<file path="src/rtl/sprite_pkg.sv">
// Shared sprite palette definitions, used by both the read-side ROM and the index writer.
package sprite_pkg;

  localparam int unsigned PAL_SIZE = 20;
  localparam int unsigned IDX_W    = 5;

  localparam logic [23:0] PAL [PAL_SIZE] = '{
    24'h050505, 24'h000000, 24'hFFFFFF, 24'hFF0000, 24'h00FF00,
    24'h0000FF, 24'hFFFF00, 24'hFF00FF, 24'h00FFFF, 24'h808080,
    24'h553F0B, 24'hC0C0C0, 24'h800000, 24'h008000, 24'h000080,
    24'h808000, 24'h800080, 24'h008080, 24'hF8A800, 24'hABCDEF
  };

  typedef enum logic [2:0] {
    IDLE,
    WAIT_PIX,
    SEARCH,
    WRITE,
    DONE
  } wr_state_t;

endpackage

</file>
<file path="src/rtl/palette_match.sv">
// Compares a latched RGB value against a single palette entry selected by k.
module palette_match
  import sprite_pkg::*;
(
  input  logic [23:0]      rgb,
  input  logic [IDX_W-1:0] k,
  output logic             hit
);

  // Indices beyond the palette never hit, so no out-of-range table read.
  always_comb begin
    hit = 1'b0;
    for (int unsigned i = 0; i < PAL_SIZE; i++) begin
      if (k == IDX_W'(i) && rgb == PAL[i]) hit = 1'b1;
    end
  end

endmodule

</file>
<file path="src/rtl/sprite_index_writer.sv">
// Converts a stream of RGB pixels into palette indices and writes them to the sprite index RAM.
module sprite_index_writer
  import sprite_pkg::*;
#(
  parameter int unsigned ADDR_W    = 16,
  parameter int unsigned MEM_DEPTH = 1900,
  parameter int unsigned MISS_IDX  = 0
) (
  input  logic              Clk,
  input  logic              Reset,
  input  logic              start,
  input  logic [ADDR_W-1:0] base_addr,
  input  logic [ADDR_W-1:0] length,
  input  logic              pixel_valid,
  input  logic [23:0]       pixel_rgb,
  output logic              pixel_ready,
  output logic              wr_en,
  output logic [ADDR_W-1:0] wr_addr,
  output logic [IDX_W-1:0]  wr_data,
  output logic              busy,
  output logic              done,
  output logic [ADDR_W-1:0] miss_count
);

  wr_state_t state, state_nxt;

  logic [ADDR_W-1:0] len_q;
  logic [ADDR_W-1:0] count_q;
  logic [ADDR_W-1:0] addr_q;
  logic [23:0]       rgb_q;
  logic [IDX_W-1:0]  k_q;
  logic              hit;
  logic              last_k;
  logic              last_px;
  logic [ADDR_W:0]   addr_inc;
  logic [ADDR_W-1:0] addr_next;

  palette_match u_match (
    .rgb (rgb_q),
    .k   (k_q),
    .hit (hit)
  );

  assign last_k  = (k_q == IDX_W'(PAL_SIZE - 1));
  assign last_px = (count_q == len_q - ADDR_W'(1));

  // Running write pointer tracks (base + count) mod MEM_DEPTH one step at a time,
  // so a single compare-and-subtract stays exact for jobs longer than the RAM.
  assign addr_inc  = {1'b0, addr_q} + (ADDR_W + 1)'(1);
  assign addr_next = (addr_inc == (ADDR_W + 1)'(MEM_DEPTH)) ? '0 : addr_inc[ADDR_W-1:0];

  always_comb begin
    state_nxt   = state;
    pixel_ready = 1'b0;
    busy        = (state != IDLE);
    case (state)
      IDLE:     if (start) state_nxt = (length == '0) ? DONE : WAIT_PIX;
      WAIT_PIX: begin
        pixel_ready = 1'b1;
        if (pixel_valid) state_nxt = SEARCH;
      end
      SEARCH:   if (hit || last_k) state_nxt = WRITE;
      WRITE:    state_nxt = last_px ? DONE : WAIT_PIX;
      DONE:     state_nxt = IDLE;
      default:  state_nxt = IDLE;
    endcase
  end

  always_ff @(posedge Clk) begin
    if (Reset) begin
      state      <= IDLE;
      wr_en      <= 1'b0;
      wr_addr    <= '0;
      wr_data    <= '0;
      done       <= 1'b0;
      miss_count <= '0;
      len_q      <= '0;
      count_q    <= '0;
      addr_q     <= '0;
      rgb_q      <= '0;
      k_q        <= '0;
    end else begin
      state <= state_nxt;
      wr_en <= (state == SEARCH) && (hit || last_k);
      done  <= (state_nxt == DONE);
      case (state)
        IDLE: begin
          if (start) begin
            len_q      <= length;
            count_q    <= '0;
            addr_q     <= base_addr;
            miss_count <= '0;
          end
        end
        WAIT_PIX: begin
          if (pixel_valid) begin
            rgb_q <= pixel_rgb;
            k_q   <= '0;
          end
        end
        SEARCH: begin
          if (hit) begin
            wr_addr <= addr_q;
            wr_data <= k_q;
          end else if (last_k) begin
            wr_addr <= addr_q;
            wr_data <= IDX_W'(MISS_IDX);
            if (miss_count != '1) miss_count <= miss_count + ADDR_W'(1);
          end else begin
            k_q <= k_q + IDX_W'(1);
          end
        end
        WRITE: begin
          count_q <= count_q + ADDR_W'(1);
          addr_q  <= addr_next;
        end
        default: ;
      endcase
    end
  end

endmodule

</file>
<file path="config.mk">
export PLATFORM = sky130hd
export DESIGN_NAME = sprite_index_writer
export DESIGN_NICKNAME = d
export VERILOG_FILES = /design/src/rtl/sprite_pkg.sv /design/src/rtl/palette_match.sv /design/src/rtl/sprite_index_writer.sv
export SDC_FILE = /design/constraint.sdc
export NUM_CORES = 1
export LEC_CHECK = 0
export CORE_MARGIN = 1.5
export CORE_UTILIZATION = 30
export DETAILED_ROUTE_END_ITERATION = 6
export MAX_ROUTING_LAYER = met4
export SYNTH_ARGS = -nofsm -noshare
export SYNTH_HDL_FRONTEND = slang
export SYNTH_SLANG_ARGS = --single-unit
</file>
<file path="constraint.sdc">
create_clock -name Clk -period 3.35 [get_ports Clk]
set_clock_uncertainty 0.05 [all_clocks]
set_input_delay 0.67 -clock Clk [delete_from_list [all_inputs] [get_ports Clk]]
set_output_delay 0.67 -clock Clk [all_outputs]
set_load 0.02 [all_outputs]
</file>
---- Word level (Yosys, flattened, before mapping) ----
Cells that the tools add are included.
storage, ports and cells
  register bits ........................... 119
  input port bits ......................... 60
  output and inout bits ................... 41
  logic and storage cells ................. 148
operators by class
  add/subtract/negate cells ............... 5
  equal/unequal tests ..................... 51
  mux-type cells .......................... 44
  reduce and logical (&&, ||, !) cells .... 37
operator list
  operator                                             count
  == test 24 bit (second input constant)               11
  two-way mux 16 bit                                   8
  == test 24 x 16 -> 1 bit (second input constant)     4
  one-hot mux 16 bit (2 select lines)                  3
  == test 24 x 8 -> 1 bit (second input constant)      2
  == test 5 x 4 -> 1 bit (second input constant)       8
  adder 16 x 1 -> 16 bit (second input constant)       2
  two-way mux 5 bit                                    5
  == test 24 x 19 -> 1 bit (second input constant)     1
  == test 24 x 23 -> 1 bit (second input constant)     1
  zero test 24 bit                                     1
  logical AND 1 bit                                    21
  two-way mux 1 bit                                    21
  == test 5 x 3 -> 1 bit (second input constant)       4
  == test 5 bit (second input constant)                4
  adder 16 x 1 -> 17 bit (second input constant)       1
  == test 17 x 11 -> 1 bit (second input constant)     1
  == test 16 bit                                       1
  zero test 16 bit                                     1
  inequality test 16 bit (second input constant)       1
  subtractor 16 x 1 -> 16 bit (second input constant)  1
  two-way mux 3 bit                                    5
  one-hot mux 3 bit (4 select lines)                   1
  == test 5 x 2 -> 1 bit (second input constant)       2
  16 further kinds                                     27

---- Logic depth before layout (Yosys ltp) ----
  word-level depth ........................ 26
  depth in mapped cells ................... 13

---- Hierarchy ----
From an unflattened synthesis, not the netlist that was laid out.
unflattened totals
  cell total of the unflattened synthesis .. 800
  area, all modules ....................... 6228.5 um^2
by module, submodules not included
  module               times used  cells an instance  area an instance (um^2)  seq. area each (um^2)
  sprite_index_writer  1           710                5629.1                   2382.3
  palette_match        1           90                 599.3                    0.0

---- Worst setup path after synthesis ----
No wires, ideal clock.
  path kind ............................... reg-to-reg
  start point ............................. reg k_q[0]
  end point ............................... reg miss_count[14]
  arrival time ............................ 2624 ps
  data required time ...................... 3185 ps
  setup slack ............................. 561 ps
  stages on the path, launching flop included .. 12
  path buffers ............................ 2
  period minus slack after synthesis ...... 2789 ps
  cells stage by stage .................... dfxtp_1 -> inv_1 -> ha_1 -> and3_1 -> o2111ai_1 -> nand4_1 -> or4_1 -> buf_2 -> o31a_1 -> buf_2 -> o31a_1 -> o21a_1
on the way
  cells in the longest elaborated chain, start to end .. 24
RTL lines
  what                               line                        source
  from (decl)                        sprite_index_writer.sv:31   logic [IDX_W-1:0] k_q;
  from (signal assigned)             sprite_index_writer.sv:110  k_q <= k_q + IDX_W'(1);
  zero test 5 bit                    palette_match.sv:14         if (k == IDX_W'(i) && rgb == PAL[i]) hit = 1'b1;
  logical AND 1 bit                  palette_match.sv:14
  two-way mux 1 bit (20 in a row)    palette_match.sv:14
  inequality test 2 bit (no line)    -
  AND reduction 5 bit (no line) (*)  -
  to (signal assigned)               sprite_index_writer.sv:108  if (miss_count != '1) miss_count <= miss_count + ADDR_W'(1);
  to (decl)                          sprite_index_writer.sv:22   output logic [ADDR_W-1:0] miss_count
Mark *: on every way between the ends. The rest lies on a longest branch, timed or not.
A chain may end at the register's enable or synchronous reset.

---- Worst setup path in the final report ----
  start point ............................. reg k_q[0]
  end point ............................... reg wr_data[3]
on the way
  cells in the longest elaborated chain, start to end .. 24
RTL lines
  what                             line                        source
  zero test 5 bit                  palette_match.sv:14
  logical AND 1 bit                palette_match.sv:14
  two-way mux 1 bit (20 in a row)  palette_match.sv:14
  nonzero test 2 bit (no line)     -
  AND reduction 2 bit (no line)    -
  to (signal assigned)             sprite_index_writer.sv:104  wr_data <= k_q;
  to (signal assigned)             sprite_index_writer.sv:107  wr_data <= IDX_W'(MISS_IDX);
  to (decl)                        sprite_index_writer.sv:19   output logic [IDX_W-1:0] wr_data,
Parallel ways exist; a longest one is shown, timed or not.

==> reports/metrics.csv <==
metric,value,unit
status,"complete, no violations",
cts_tree,built,
hold_path_depth,2,
antenna_found_initial,0,
die_y,149.5,um
fillers,2176,
start_kind,flop,
seq_area,2382,um2
ant_nets,0,
worstPathArrival,3360,ps
ys_seq_area_frac,0.3700,
drive_gt1_frac,0.06652,
cts_buffers,17,
initial_core_util,0.3063,
die-area,22350,um2
synth_edf_count,0,
crit_type,reg -> reg,
drtIter0Drc,295,
rows,53,
grt_max_degree,65,
numClockSinks,119,
period_minus_slack,3059,ps
synth_top_cell_by_area,dfxtp_1,
core_area,21020,um2
clockBufferDepth,2,
end_kind,flop,
synth-seq-cells,119,
root_buffer,clkbuf_16,
pin_count,101,
dp.cells,1161,
hold_buffers,0,
rsz0062_at_grt,no,
num-nets-final,974,
drc,0,
gp_congestion,0.9160,
slew-limit-headroom,0.3240,
multi_input_area,3791,um2
rr_worst_depth,11,
synth_top_area_frac,0.3700,
avgSynthCellArea,7.833,um2
final_cell_mix,"144 x nand2_1, 119 x dfxtp_1, 99 x clkdlybuf4s50_1, 76 x nor2_1, 64 x a21oi_1",
maxSlewViolCount,0,
final_common_cell,nand2_1,
diodes,0,
first_pass_iters,5,
grt_pass1_wl,30810,um
fmax,326.9,MHz
fin_crit_sh,0.9131,
path_clk_slew,60,ps
drv_cap,0,
synth-async-reset-ratio,0,
leakagePower,0.002790,uW
vias,6388,
worst_pin_slew,1010,ps
required,3650,ps
wire_per_inst,15.96,um
vias_per_cell,5.359,
ys_warn_count,0,
grt_overflow,0,
place_area,7690,um2
ys.flop_type,dfxtp_1,
path_max_fanout,19,
peakVddDrop,0.4023,mV
grt_use_total,0.1798,
synth_area_leaders,"dfxtp_1 37%, nand2_1 8.4%, a21oi_1 5.0%, nor2_1 4.4%, mux2i_1 3.1%",
clk_latency,420,ps
fin_tns_setup,0,ps
die_x,149.5,um
h-tree-depth,4,
cts_resized,0,
finalHoldViolCount,0,
stdcell_area,8238,um2
synth_nets,891,
ys_types,69,
p_per_area,452.1,nW/um2
hpwl,13690,um
hold_slack,430.5,ps
first_global_vias,5987,
finalSetupViolations,0,
area_growth,27.94,%
instances_no_fill,1192,
synthesis.area,6439,um2
finalPower,3724,uW
wl,19030,um
syn_inst,822,
portBuffers,100,
min_path_type,reg -> reg,
cts_setup_buffers,0,
==> where the power goes <==
part           internal [uW]  total, uW  switching, uW
registers               1460       1530           72.4
logic                    214        488            273
clock network           1030       1700            672
==> routing by layer <==
metal  global-route usage  wire, um  up-vias
met1               0.2244      8857     3033
met3              0.04024       905       21
met4              0.04851       200        0
met5                    -         0        -
met2               0.2917      9067      146
li1                     -         -     3188
==> synth_stat cells (7+ instances only) <==
cell        n
xor2_1      8
nand4_1    21
o21a_1     13
nand3_1    34
clkbuf_1   37
or3_1      11
dfxtp_1   119
ha_1        9
or4_1       8
nand2_1   144
o31a_1      9
xnor2_1    17
a21oi_1    64
nor4_1     30
mux2i_1    20
and3_1     15
inv_1      13
nor2_1     76
and4_1      7
nor3_1     21
o21ai_0    16
a31oi_1     8
==> layout make-up <==
type                       count  area share
clock buffer                  19     0.05377
clock inverter                12     0.01276
inverter                      13    0.005923
multi-input combinational    639      0.4602
sequential                   119      0.2892
tap                          275     0.04177
timing repair buffer         115      0.1364
==> worst max-delay path, cell delays in order (launching register included) <==
cell and delay [ps]:
dfxtp_1 350, ha_1 290, and3_1 210, ha_1 190, nand4_1 80, or3_1 110, o41ai_1 70, or4_1 520
o41a_1 390, buf_12 180, nor2_1 330, a22o_1 210
==> worst paths after layout <==
| check | startpoint | slack [ps] | to |
|---|---|---|---|
| worst max register to register | k_q[0]$_SDFFE_PP0P_ | 290 | wr_data[3]$_SDFFE_PP0P_ |
| worst min register to register | len_q[14]$_SDFFE_PP0P_ | 430 | len_q[14]$_SDFFE_PP0P_ |
| worst max-delay path | k_q[0]$_SDFFE_PP0P_ | 290 | wr_data[3]$_SDFFE_PP0P_ |
| worst min-delay path | len_q[14]$_SDFFE_PP0P_ | 430 | len_q[14]$_SDFFE_PP0P_ |
==> state kept, by name, indices dropped and copies added, names as in the netlist <==
register and count:
addr_q 16, count_q 16, done 1, k_q 5, len_q 16, miss_count 16, rgb_q 24, state 3
wr_addr 16, wr_data 5, wr_en 1
==> cell families (layout without fill, tap and decap cells) <==
family          Yosys count  after routing  share of synthesized area
compound gates          166            166                     0.1730
xor+xnor                 25             25                    0.03401
fa+ha+maj                 9              9                    0.01749
buf+inv                  64            159                    0.04120
flops                   119            119                     0.3700
mux                      26             26                    0.04158
simple gates            413            413                     0.3228
==> through the flow <==
| stage | util | setup WS (ps) |
|---|---|---|
| 2_1_floorplan | - | 561.2 |
| 3_3_place_gp | 0.3658 | 337.5 |
| 3_5_place_dp | 0.3658 | 336.1 |
| 4_1_cts | 0.3919 | 298.3 |
| 5_1_grt | 0.3919 | 113.1 |
| 6_report | 0.3919 | 291.1 |
Power figures use the tool's default switching activity.
